**src/rtl/exec_unit.sv**
```systemverilog
// Execute/write-back stage: runs ADD/SUB/ADDI/SW from a 16x8 register file through IDLE/DECODE/EXEC/WB.
// Latency: handshake at edge N, register write or store retired by edge N+3; one instruction per 4 cycles.
// Backpressure: instr_ready only in IDLE; instructions presented in other states are ignored, never buffered.
module exec_unit #(
    parameter int DW       = 8,
    parameter int RF_DEPTH = 16,
    parameter int IW       = 16
) (
    input  logic          clk,
    input  logic          rst,
    input  logic [IW-1:0] instr,
    input  logic          instr_valid,
    output logic          instr_ready,
    output logic          pc_inc,
    output logic          mem_we,
    output logic [DW-1:0] mem_addr,
    output logic [DW-1:0] mem_wdata,
    output logic [DW-1:0] out,
    output logic          illegal,
    input  logic [3:0]    dbg_addr,
    output logic [DW-1:0] dbg_data
);

    localparam logic [3:0] OP_NOP  = 4'b0000;
    localparam logic [3:0] OP_ADD  = 4'b0010;
    localparam logic [3:0] OP_SUB  = 4'b0011;
    localparam logic [3:0] OP_ADDI = 4'b0100;
    localparam logic [3:0] OP_SW   = 4'b0101;

    typedef enum logic [1:0] {
        S_IDLE,
        S_DECODE,
        S_EXEC,
        S_WB
    } state_t;

    state_t state, state_nxt;

    logic [RF_DEPTH-1:0][DW-1:0] rf;
    logic [IW-1:0] instr_q;
    logic [3:0]    op_q;
    logic [3:0]    a_q;
    logic [DW-1:0] opa_q;
    logic [DW-1:0] opb_q;
    logic [DW-1:0] imm_q;
    logic [DW-1:0] res_q;
    logic          is_alu;
    logic          is_legal;

    assign is_alu   = (op_q == OP_ADD) || (op_q == OP_SUB) || (op_q == OP_ADDI);
    assign is_legal = is_alu || (op_q == OP_SW) || (op_q == OP_NOP);
    assign dbg_data = rf[dbg_addr];

    always_ff @(posedge clk or negedge rst) begin
        if (!rst) begin
            state <= S_IDLE;
        end else begin
            state <= state_nxt;
        end
    end

    always_comb begin
        state_nxt   = state;
        instr_ready = 1'b0;
        pc_inc      = 1'b0;
        mem_we      = 1'b0;
        illegal     = 1'b0;
        case (state)
            S_IDLE: begin
                instr_ready = 1'b1;
                if (instr_valid) begin
                    state_nxt = S_DECODE;
                end
            end
            S_DECODE: state_nxt = S_EXEC;
            S_EXEC:   state_nxt = S_WB;
            S_WB: begin
                pc_inc    = 1'b1;
                mem_we    = (op_q == OP_SW);
                illegal   = !is_legal;
                state_nxt = S_IDLE;
            end
            default:  state_nxt = S_IDLE;
        endcase
    end

    // Operands are captured in DECODE, so rd == rs sees the same pre-instruction value twice.
    always_ff @(posedge clk or negedge rst) begin
        if (!rst) begin
            rf        <= '0;
            instr_q   <= '0;
            op_q      <= '0;
            a_q       <= '0;
            opa_q     <= '0;
            opb_q     <= '0;
            imm_q     <= '0;
            res_q     <= '0;
            mem_addr  <= '0;
            mem_wdata <= '0;
            out       <= '0;
        end else begin
            case (state)
                S_IDLE: begin
                    if (instr_valid) begin
                        instr_q <= instr;
                    end
                end
                S_DECODE: begin
                    op_q  <= instr_q[15:12];
                    a_q   <= instr_q[11:8];
                    opa_q <= rf[instr_q[11:8]];
                    opb_q <= rf[instr_q[7:4]];
                    imm_q <= {{(DW-4){instr_q[3]}}, instr_q[3:0]};
                end
                S_EXEC: begin
                    case (op_q)
                        OP_ADD:  res_q <= opa_q + opb_q;
                        OP_SUB:  res_q <= opa_q - opb_q;
                        OP_ADDI: res_q <= opa_q + imm_q;
                        OP_SW: begin
                            mem_addr  <= opb_q + imm_q;
                            mem_wdata <= opa_q;
                        end
                        default: ;
                    endcase
                end
                S_WB: begin
                    if (is_alu) begin
                        rf[a_q] <= res_q;
                        out     <= res_q;
                    end else if (op_q == OP_SW) begin
                        out <= mem_addr;
                    end
                end
                default: ;
            endcase
        end
    end

endmodule

```
**config.mk**
```make
export PLATFORM = sky130hd
export DESIGN_NAME = exec_unit
export DESIGN_NICKNAME = d
export VERILOG_FILES = /design/src/rtl/exec_unit.sv
export SDC_FILE = /design/constraint.sdc
export NUM_CORES = 1
export LEC_CHECK = 0
export CAP_MARGIN = 20
export CORE_ASPECT_RATIO = 0.75
export CORE_MARGIN = 2
export CORE_UTILIZATION = 29
export CTS_CLUSTER_DIAMETER = 30
export DETAILED_ROUTE_END_ITERATION = 16
export PLACE_DENSITY = 0.53
export SETUP_SLACK_MARGIN = 0.15
export SYNTH_ARGS = -nofsm -noshare
export SYNTH_HDL_FRONTEND = slang
export SYNTH_SLANG_ARGS = --single-unit
```
**constraint.sdc**
```tcl
create_clock -name clk -period 3.1 [get_ports clk]
set_input_delay 0.465 -clock clk [delete_from_list [all_inputs] [get_ports clk]]
set_output_delay 0.465 -clock clk [all_outputs]
set_load 0.01 [all_outputs]
```
==> qor.yml, run 1 <==
ir_drop_v: 0.000573
netlist_area_um2: 11900
run_status: "complete, but fails checks"
worstPathRequired_ns: 2.63
slew_headroom: 0.414
use_met1: 0.235
dr.pass1.iters: 7
critPathArrivalTime_ns: 2.43
num_vias: 7586
drt_iter0_drc: 539
critPathKind: "reg2out"
rows: 64
synth.distinct_cells: 61
skew_ns: 0.0289
endpoint_kind: "primary output"
use_met3: 0.0318
period_needed_ns: 2.89
ys_seq_area_frac: 0.433
ant_nets: 0
cts_sinks: 206
top_usage_layer: "met1"
fin_setup_tns_ns: 0
htree_levels: 2
violations: "hold timing"
rsz0062_at_grt: "true"
r2r_end: "res_q[7]"
reg2reg_slack_ns: 0.23
setup_viol: 0
netlist_instances: 794
holdWs_ns: -0.00987
gp_congestion: 0.806
clock_tree.root_cell: "clkbuf_16"
hpwl_mm: 21.9
cts_tree: "done"
synth_edf_count: 0
routed_via_density: 5.26
drv_slew: 0
clk_latency_ns: 0.55
die_y_um: 180
final_core_util: 0.363
yosysWarnings: 0
path_clk_slew_ns: 0.05
r2r_cells: 11
period_share: 0.933
grt_max_degree: 91
synth.avg_cell_area_um2: 15.0
io_buffers: 58
io_pins: 59
antenna_found_initial: 0
die-area_um2: 42700
syn-num-nets: 838
min_path_type: "in2async"
grt_util_all_layers: 0.152
drc_errors: 0
cp_max_fo: 4
coreArea_um2: 40700
synth_top_area_cell: "dfrtp_1"
ys_async_sr_fraction: 1.00
cts_buffers: 43
place_area_um2: 13200
maxCapViolCount: 0
overflow: 0
initial_core_util: 0.293
diodes: 0
max_freq_ghz: 0.346
grt_pass1_wl_mm: 49.7
synth.area.top_cells: "dfrtp_1 (43%), mux4_2 (16%), mux2_2 (14%)"
grt_pass1_vias: 7692
ys_seq_elements: 206
worstMarginPinSlew_ns: 0.879
finalInstanceArea_um2: 14800
power_density_nw_per_um2: 770
wire_per_inst_um: 22.5
r2r-start: "op_q[1]"
wl_mm: 32.5
hold_viol_final: 2
max-clock-path-buffers: 3
grt_use_met2: 0.216
p_leak_uw: 0.00662
start_kind: "flop"
drive_gt1_frac: 0.440
synth_top_area_share: 0.433
synth_top_flop_cell: "dfrtp_1"
fin_nets: 924
area_growth_pct: 23.9
die_w_um: 238
[synth_stat cells, types with 2 or more instances]
cell type	instances
a211oi_1	3
a21o_1	2
a21oi_1	12
buf_1	6
buf_2	9
buf_6	3
buf_8	3
clkbuf_1	36
dfrtp_1	206
fa_1	2
ha_1	19
inv_1	10
mux2_1	8
mux2_2	150
mux2_4	20
mux2i_1	8
mux4_1	35
mux4_2	85
nand2_1	41
nand2b_1	8
nand3_1	2
nand3b_2	2
nor2_1	10
nor2_2	11
nor2b_1	5
nor3_1	8
nor4_1	3
o21ai_0	36
o21ai_1	2
o311ai_0	3
o31ai_1	2
o41ai_1	2
or3_1	4
or4_1	2
xnor2_1	7
xor2_1	4
[stage by stage]
stage               instances  power, µW  setup slack [ns]
finish                   1442      11400             0.207
global route             1442      11900            0.0553
CTS                      1438      11400             0.124
detailed placement       1358       6980          -0.00680
global placement         1358       6950            0.0309
floorplan                 794       5920             0.167
[flip-flops by register name, indices dropped and copies added, names as in the netlist]
name and cells:
op_q 4, mem_wdata 8, mem_addr 8, imm_q 4, out 8, opa_q 8
opb_q 8, a_q 4, res_q 8, instr_q 16, state 2, rf 128
[logic make-up after synthesis]
family                   synth area share
flip-flops                          0.433
buffers and inverters              0.0291
XOR/XNOR                          0.00809
AND/OR/NAND/NOR                    0.0512
multiplexers                        0.419
adder cells (fa/ha/maj)            0.0233
AO/OA/AOI/OAI                      0.0363
[worst max-delay path, stage by stage (launching register included)]
cell             delay (ns)
dfrtp_1                0.41
mux4_2                 0.48
mux4_2                 0.50
clkdlybuf4s50_1        0.51
[worst max-delay path by stage]
stage	cells after the start	slack (ns)	end	from
final	3	0.21	dbg_data[5]	rf[85]
after global routing	11	0.06	res_q[7]	op_q[3]
after CTS	11	0.12	res_q[7]	op_q[0]
after detailed placement	11	-0.007	res_q[7]	op_q[0]
after global placement	5	0.03	dbg_data[3]	dbg_addr[1]
after floorplan	12	0.17	res_q[7]	op_q[1]
[cells in the final DEF, fill, tap and decap left out, types with 3 or more instances in the layout]
cell type,netlist,routed
dfrtp_1,206,202
mux2_2,150,150
mux4_2,85,85
clkdlybuf4s50_1,0,50
clkbuf_16,0,45
nand2_1,41,41
mux4_1,35,35
o21ai_0,36,34
buf_4,1,32
mux2_4,20,20
ha_1,19,17
nor2_2,11,12
a21oi_1,12,11
clkbuf_1,36,11
inv_1,10,10
nor2_1,10,9
nor3_1,8,8
mux2i_1,8,8
mux2_1,8,8
inv_6,0,8
nand2b_1,8,7
xnor2_1,7,7
buf_12,1,7
nor2b_1,5,5
clkbuf_8,0,5
clkinv_4,0,5
or3_1,4,4
xor2_1,4,4
clkinvlp_4,0,4
dfrtp_2,0,4
o311ai_0,3,3
nor4_1,3,3
dlygate4sd2_1,0,3
[report_power, final]
group / switching, µW / leakage, µW / total [µW] / internal, µW
Sequential: 765 / 0.00280 / 3890 / 3120
Clock: 1540 / 0.000665 / 4380 / 2840
Combinational: 1450 / 0.00316 / 3090 / 1640
[metal layers]
metal  wire length, µm  vias to the layer above
li1                  -                     3318
met1             16200                     3984
met2             13700                      230
met3              1940                       54
met4               607                        0
met5                 0                        -
[layout make-up]
cell class	instances	area, µm²
inverters	10	37.5
clock inverters	21	214
flip-flops and latches	206	5160
repair buffers	100	1040
well taps	528	661
fillers	3846	25900
clock buffers	58	1170
multi-input cells	519	6480
[repair_timing]
item | in CTS | in global routing
setup endpoints to repair | 9 | 7
gates cloned | 1 | 2
pin swaps | 0 | 4
setup buffers | 0 | 2
resized for setup | 6 | 14
hold buffers | 0 | 0
Power figures use the tool's default switching activity.
==> run 2: changes to the inputs <==
Settings changed: CAP_MARGIN 20 to unset, RECOVER_POWER set to 25.
==> run 2 against run 1 <==
Net effect: the run ends with capacitance limit, slew limit left; sequential power about the same; register-to-register slack about the same; combinational power about the same; maximum frequency down 0.18%; largest power group unchanged; power about the same.
==> qor.yml, run 2 (same netlist as run 1, synthesis figures left out) <==
worstPathRequired_ns: 2.63
fillers: 3848
largest_register_ffs: 128
die-area_um2: 42700
coreArea_um2: 40700
combPwrFrac: 0.272
intPower_uw: 7610
max-clock-path-buffers: 3
maxCapViolCount: 1
cp_max_fo: 4
period_share: 0.935
swShare: 0.330
start_kind: "flop"
num_vias: 7563
final_core_util: 0.363
run_status: "complete, but fails checks"
path_clk_slew_ns: 0.05
critPathKind: "reg2out"
cts_sinks: 206
clk_latency_ns: 0.55
place_area_um2: 13200
diodes: 0
holdWs_ns: 0.473
min_path_type: "reg2reg"
fin_nets: 924
setup_viol: 0
wire_per_inst_um: 22.4
drv_slew: 89
io_buffers: 58
ant_nets: 0
skew_ns: 0.0265
slew_headroom: -0.568
cts_buffers: 43
fin_setup_tns_ns: 0
grt_pass1_vias: 7692
clockPowerShare: 0.386
cts_hold_buf: 0
wl_mm: 32.3
initial_core_util: 0.293
dr.pass1.iters: 5
seqPwrFrac: 0.342
violations: "capacitance limit, slew limit"
power_density_nw_per_um2: 770
die_w_um: 238
rsz0062_at_grt: "true"
drive_gt1_frac: 0.440
overflow: 0
p_switching_uw: 3750
grt_util_all_layers: 0.152
max_freq_ghz: 0.345
rows: 64
antenna_found_initial: 0
die_y_um: 180
htree_levels: 2
reg_top3: "rf: 128 flops, instr_q: 16 flops"
cts_tree: "done"
grt_pass1_wl_mm: 49.7
critPathArrivalTime_ns: 2.43
grt_max_degree: 91
hold_viol_final: 0
endpoint_kind: "primary output"
hpwl_mm: 21.9
largest_register: "rf"
place_inst: 1358
worstMarginPinSlew_ns: 2.35
drt_iter0_drc: 555
period_needed_ns: 2.90
clock_tree.root_cell: "clkbuf_16"
layout_commonest_cell: "dfrtp_1"
p_leak_uw: 0.00662
gp_congestion: 0.806
finalInstanceArea_um2: 14800
stdcell_count: 1442
io_pins: 59
area_growth_pct: 23.9
ir_drop_v: 0.000567
routed_via_density: 5.24
drc_errors: 0
final_cell_mix: "dfrtp_1 (202), mux2_2 (150), mux4_2 (85), clkdlybuf4s50_1 (50), clkbuf_16 (45)"
## run 2: cell counts in the layout (fill, tap and decap cells not counted)
No cell type changed its count.
## run 2: metal layers
| metal | GRT usage | part of all wire | vias up |
|---|---|---|---|
| met4 | 0.0380 | 0.019 | 0 |
| met5 | 0 | 0 | - |
| li1 | - | - | 3313 |
| met3 | 0.0318 | 0.063 | 50 |
| met2 | 0.216 | 0.42 | 241 |
| met1 | 0.235 | 0.49 | 3959 |
## run 2: what timing repair did
| action | in CTS | in global routing |
|---|---|---|
| resized for setup | 6 | 14 |
| endpoints found under the setup margin | 9 | 7 |
| setup buffers | 0 | 2 |
| gates cloned | 1 | 2 |
| pin swaps | 0 | 4 |
## run 2: layout make-up
type,count,area [µm²],area share
inverter,10,37.5,0.00254
timing repair buffer,100,1030,0.0700
tap,528,661,0.0448
clock inverter,21,214,0.0145
clock buffer,58,1170,0.0795
sequential,206,5160,0.350
multi-input combinational,519,6480,0.439
## run 2: through the flow
stage / setup WS [ns] / total power, µW
floorplan: 0.167 / 5920
global placement: 0.0309 / 6950
detailed placement: -0.00680 / 6980
CTS: 0.124 / 11400
global route: 0.0553 / 11900
finish: 0.202 / 11400
## run 2: power by group through the flow
| stage | Clock [µW] | Combinational, µW | Sequential (µW) |
|---|---|---|---|
| finish | 4380 | 3090 | 3890 |
| floorplan | 0 | 2480 | 3440 |
| CTS | 4470 | 3070 | 3880 |
| global route | 4600 | 3340 | 3970 |
| global placement | 0 | 3040 | 3910 |
| detailed placement | 0 | 3060 | 3920 |
## run 2: worst max-delay path, stage by stage, from the launching register on
cell and delay, ns:
dfrtp_1 0.41, mux4_2 0.48, mux4_2 0.50, clkdlybuf4s50_1 0.51
## run 2: final timing paths
path	cells past startpoint	startpoint	slack, ns	end
worst max-delay path	3	rf[93]	0.20	dbg_data[5]
worst min-delay path	2	out[4]	0.47	out[4]
worst max register to register	11	op_q[3]	0.24	res_q[7]
worst min register to register	2	out[4]	0.47	out[4]
max in group asynchronous	1	rst	0.93	instr_q[8]
min in group asynchronous	1	rst	0.64	instr_q[7]
==> edit 1 (config.mk and constraints of run 2) <==
Encoding of `state_t`: now Gray code (2 bits for 4 states).
--- a/src/rtl/exec_unit.sv
+++ b/src/rtl/exec_unit.sv
@@ -28,10 +28,10 @@
     localparam logic [3:0] OP_SW   = 4'b0101;
 
     typedef enum logic [1:0] {
-        S_IDLE,
-        S_DECODE,
-        S_EXEC,
-        S_WB
+        S_IDLE   = 2'b00,
+        S_DECODE = 2'b01,
+        S_EXEC   = 2'b11,
+        S_WB     = 2'b10
     } state_t;
 
     state_t state, state_nxt;
Function: no difference found for any inputs over 4 cycles, from zero or initial values and one cycle with rst low; so few cycles prove little.
==> edit 1 against run 2 <==
  * The run still ends with max-capacitance violations, max-slew violations left
  * Core utilization is 0.21 points higher
  * Setup slack better by 0.0037 ns
  * Sequential cell count stayed put
  * Synthesized cell count is 0.50% higher
  * Routed wire length is 4.2% higher
  * Sequential share of layout area is 0.15 points lower
  * Via count is 3.0% higher
  * Power is 0.48% higher
  * Sequential power is 3% lower
  * Fmax is 0.13% higher
  * Clock power is 7.8% higher
  * Cell area is 0.39% higher
  * Synthesized area is 0.20% lower
  * Largest power group unchanged
==> edit 1: results (changes against run 2) <==
- Fillers: 3859 (+0.29%)
- Hold path start: out[5]
- Top cells by area, synth: dfrtp_1 (43%), mux2_2 (15%), mux4_2 (15%), mux4_1 (9.5%), nand2_1 (2.1%)
- Critical-path top delay cell: mux4_2
- Internal power: 7670 µW (+0.80%)
- Gp weighted congestion: 0.775 (-3.8%)
- Distinct cells, synth: 63 (+3.3%)
- Static leakage: 0.00688 µW (+3.9%)
- Area after DPL: 13200 µm² (-0.26%)
- Critical R2R Launch: op_q[3]
- Average wire per standard cell: 23.3 µm (+3.8%)
- Final net count: 926 (+0.22%)
- WHS Endpoint: out[5]
- Clock Skew: 0.0309 ns (+0.00445 ns)
- Vias/cell: 5.38 (+2.6%)
- Met1 usage: 24.0% (+0.51 points)
- Post-synth top cells: dfrtp_1 (206), mux2_2 (156), mux4_2 (77)
- Failing checks: max-capacitance violations, max-slew violations
- Cts repair resizes: 5 (-1)
- Slew Limit Fails: 81 (-9.0%)
- Setup WS post-layout: 0.205 ns (+0.00366 ns)
- Global-route wire length before repair: 50800 µm (+2.2%)
- R2r setup slk: 0.27 ns (+0.03 ns)
- Total number of vias: 7790 (+3.0%)
- Dpl hpwl: 21600 µm (-1.2%)
- Cells after synthesis: 798 (+0.50%)
- Sequential Power: 3760 µW (-3%)
- Clock power frac: 41.3% (+2.7 points)
- NetSw: 3740 µW (-0.17%)
- Status: finished with violations
- DR iter-0 viols: 595 (+7.2%)
- Vias in the first global route: 7855 (+2.1%)
- Gr usage total: 16.0% (+0.79 points)
- Largest net degree at the start of global routing: 83 (-8.8%)
- Measured slew at the worst slew-check pin: 2.21 ns (-0.142 ns)
- # Max-Cap Violations: 1 (unchanged)
[edit 1: changes by cell type in the layout (fill, tap and decap cells not counted), moves of 4 or more]
cell,before,now
buf_4,32,37
clkbuf_1,11,3
mux2_1,8,1
mux2_2,150,156
mux2_4,20,13
mux4_1,35,43
mux4_2,85,77
nand2_1,41,65
nand2b_1,7,3
nand3_2,0,7
nor2_2,12,0
o21ai_0,34,28
[edit 1: routing by layer]
layer | up-vias | share of wire (%)
met5 | - | 0
met4 | 0 | 2.0
met3 | 55 | 7.9
met2 | 290 | 42
met1 | 4099 | 48
li1 | 3346 | -
[edit 1: worst max-delay path by stage]
| stage | startpoint | to | slack [ns] | depth (start not counted) |
|---|---|---|---|---|
| after floorplan | op_q[3] | res_q[7] | 0.17 | 11 |
| after global placement | op_q[3] | res_q[7] | 0.1 | 10 |
| after detailed placement | op_q[3] | res_q[7] | 0.03 | 10 |
| after CTS | rf[86] | dbg_data[6] | 0.15 | 3 |
| after global routing | op_q[2] | res_q[7] | 0.1 | 12 |
| final | rf[27] | dbg_data[3] | 0.21 | 3 |
[edit 1: final cells by class]
cell class | count | area, µm² | share of cell area (%)
inverters | 9 | 33.8 | 0.228
clock buffers | 51 | 1160 | 7.81
well taps | 528 | 661 | 4.46
multi-input cells | 523 | 6450 | 43.6
diodes | 1 | 2.50 | 0.0169
repair buffers | 103 | 1020 | 6.87
clock inverters | 27 | 329 | 2.22
flip-flops and latches | 206 | 5160 | 34.8
[edit 1: kinds of logic after synthesis]
kind of cell	Yosys count	share of synthesized area [%]
buffers and inverters	69	2.86
multiplexers	298	41.3
XOR/XNOR	10	0.852
flip-flops	206	43.4
adder cells (fa/ha/maj)	17	1.92
AO/OA/AOI/OAI	70	3.58
AND/OR/NAND/NOR	128	6.15
==> edit 2 (config.mk and constraints of run 2) <==
Without the edit above. The parameter `RF_DEPTH` goes from 16 to 8.
--- a/src/rtl/exec_unit.sv
+++ b/src/rtl/exec_unit.sv
@@ -3,7 +3,7 @@
 // Backpressure: instr_ready only in IDLE; instructions presented in other states are ignored, never buffered.
 module exec_unit #(
     parameter int DW       = 8,
-    parameter int RF_DEPTH = 16,
+    parameter int RF_DEPTH = 8,
     parameter int IW       = 16
 ) (
     input  logic          clk,
Formal check against the unedited RTL: not equivalent (Yosys sat finds a counterexample within 4 cycles, from zero or initial values and one cycle with rst low).
==> edit 2 against run 2 <==
  * The run still ends with max-capacitance violations, max-slew violations left
  * First-iteration DRC count fell by 28%
  * Cell area fell by 36%
  * Synthesized area fell by 35%
  * Power fell by 12%
  * Sequential cell count fell by 65
  * Non-clock buffer count fell by 16
  * Worst hold slack improved by 0.027 ns
  * Routed wire length fell by 40%
  * Setup slack improved by 0.087 ns
  * Largest cell class unchanged
  * Highest routed layer unchanged
==> edit 2: results (changes against run 2) <==
- Status: finished with violations
- Failing checks: max-capacitance violations, max-slew violations
- Top cells by area, synth: dfrtp_1 (46%), mux2_2 (16%), mux4_2 (14%), mux2i_1 (3.2%), ha_1 (3.1%)
- Post-Route WL: 19500 µm (-40%)
- Clk_lat worst skew: 0.42 ns (-0.13 ns)
- # Max-Cap Violations: 1 (unchanged)
- Distinct cells, synth: 50 (-18%)
- Critical path start-end classification: reg -> reg
- Design Power: 10000 µW (-12%)
- Num CTS Buffers: 17 (-60%)
- Metal-1 WL: 8890 µm (-44%)
- DR iter-0 viols: 401 (-28%)
- Post-synthesis mux area share: 33.0% (-8.9 points)
- Synth Area in Adders: 3.60% (+1.3 points)
- Met1 usage: 20.6% (-2.9 points)
- Clock buffer depth: 2 (-1)
- Gr usage total: 14.6% (-0.63 points)
- Total number of vias: 5069 (-33%)
- Comb pwr: 4370 µW (+41%)
- Clock power frac: 20.3% (-18 points)
- Hold path start: instr_q[1]
- M3 GR Usage: 3.48% (+0.30 points)
- Syn_nets: 637 (-24%)
- Vias in the first global route: 5431 (-29%)
- Cts repair resizes: 1 (-5)
- Largest net degree at the start of global routing: 90 (-1.1%)
- Critical R2R Launch: op_q[2]
- Input/output buffers: 56 (-3.4%)
- H-tree depth: 4 (+2)
- Dpl hpwl: 13500 µm (-38%)
- Routing usage on met2: 22.0% (+0.35 points)
- Compound-Gate Fraction of Synth Area: 6.27% (+2.6 points)
- Critical path arrival: 3.10 ns (+0.67 ns)
- Met2 WL: 9200 µm (-33%)
- Net Sw Frac: 38.0% (+5.0 points)
- Sequential-to-total area share from yosys stat: 45.8% (+2.5 points)
- Number of cells after detailed placement: 976 (-28%)
- Slew Limit Fails: 90 (+1.1%)
- Cells after synthesis: 593 (-25%)
- Share of cells above drive strength 1: 35.2% (-8.8 points)
- Static leakage: 0.00410 µW (-38%)
- CP max FO: 8 (+4)
- Pre-CTS WS: 0.135 ns (+0.142 ns)
edit 2: cell count changes after synthesis, sizes merged, moves of 17 or more:
cell	delta
mux4	-72
nor2	+19
dfrtp	-65
a21oi	+20
mux2	-70
mux2i	+17
edit 2: worst paths after layout:
path                             to  slack, ns
setup / recovery           res_q[7]       0.29
hold reg to reg            imm_q[1]       0.50
setup reg to reg           res_q[7]       0.29
hold / removal             imm_q[1]       0.50
max in group asynchronous   op_q[0]       0.93
min in group asynchronous  state[1]       0.70
edit 2: layout make-up:
type | instances | area, µm²
clock inverter | 14 | 144
timing repair buffer | 84 | 815
tap | 344 | 430
inverter | 10 | 37.5
clock buffer | 18 | 439
fill | 2519 | 16600
sequential | 141 | 3530
multi-input combinational | 400 | 4030
edit 2: worst max-delay path: stages (launching register included):
cell	delay (ns)
dfrtp_1	0.42
nand4bb_4	0.28
buf_4	0.19
o311ai_0	0.63
ha_2	0.41
o311ai_0	0.33
nor2_1	0.14
xnor2_1	0.16
o21ai_0	0.09
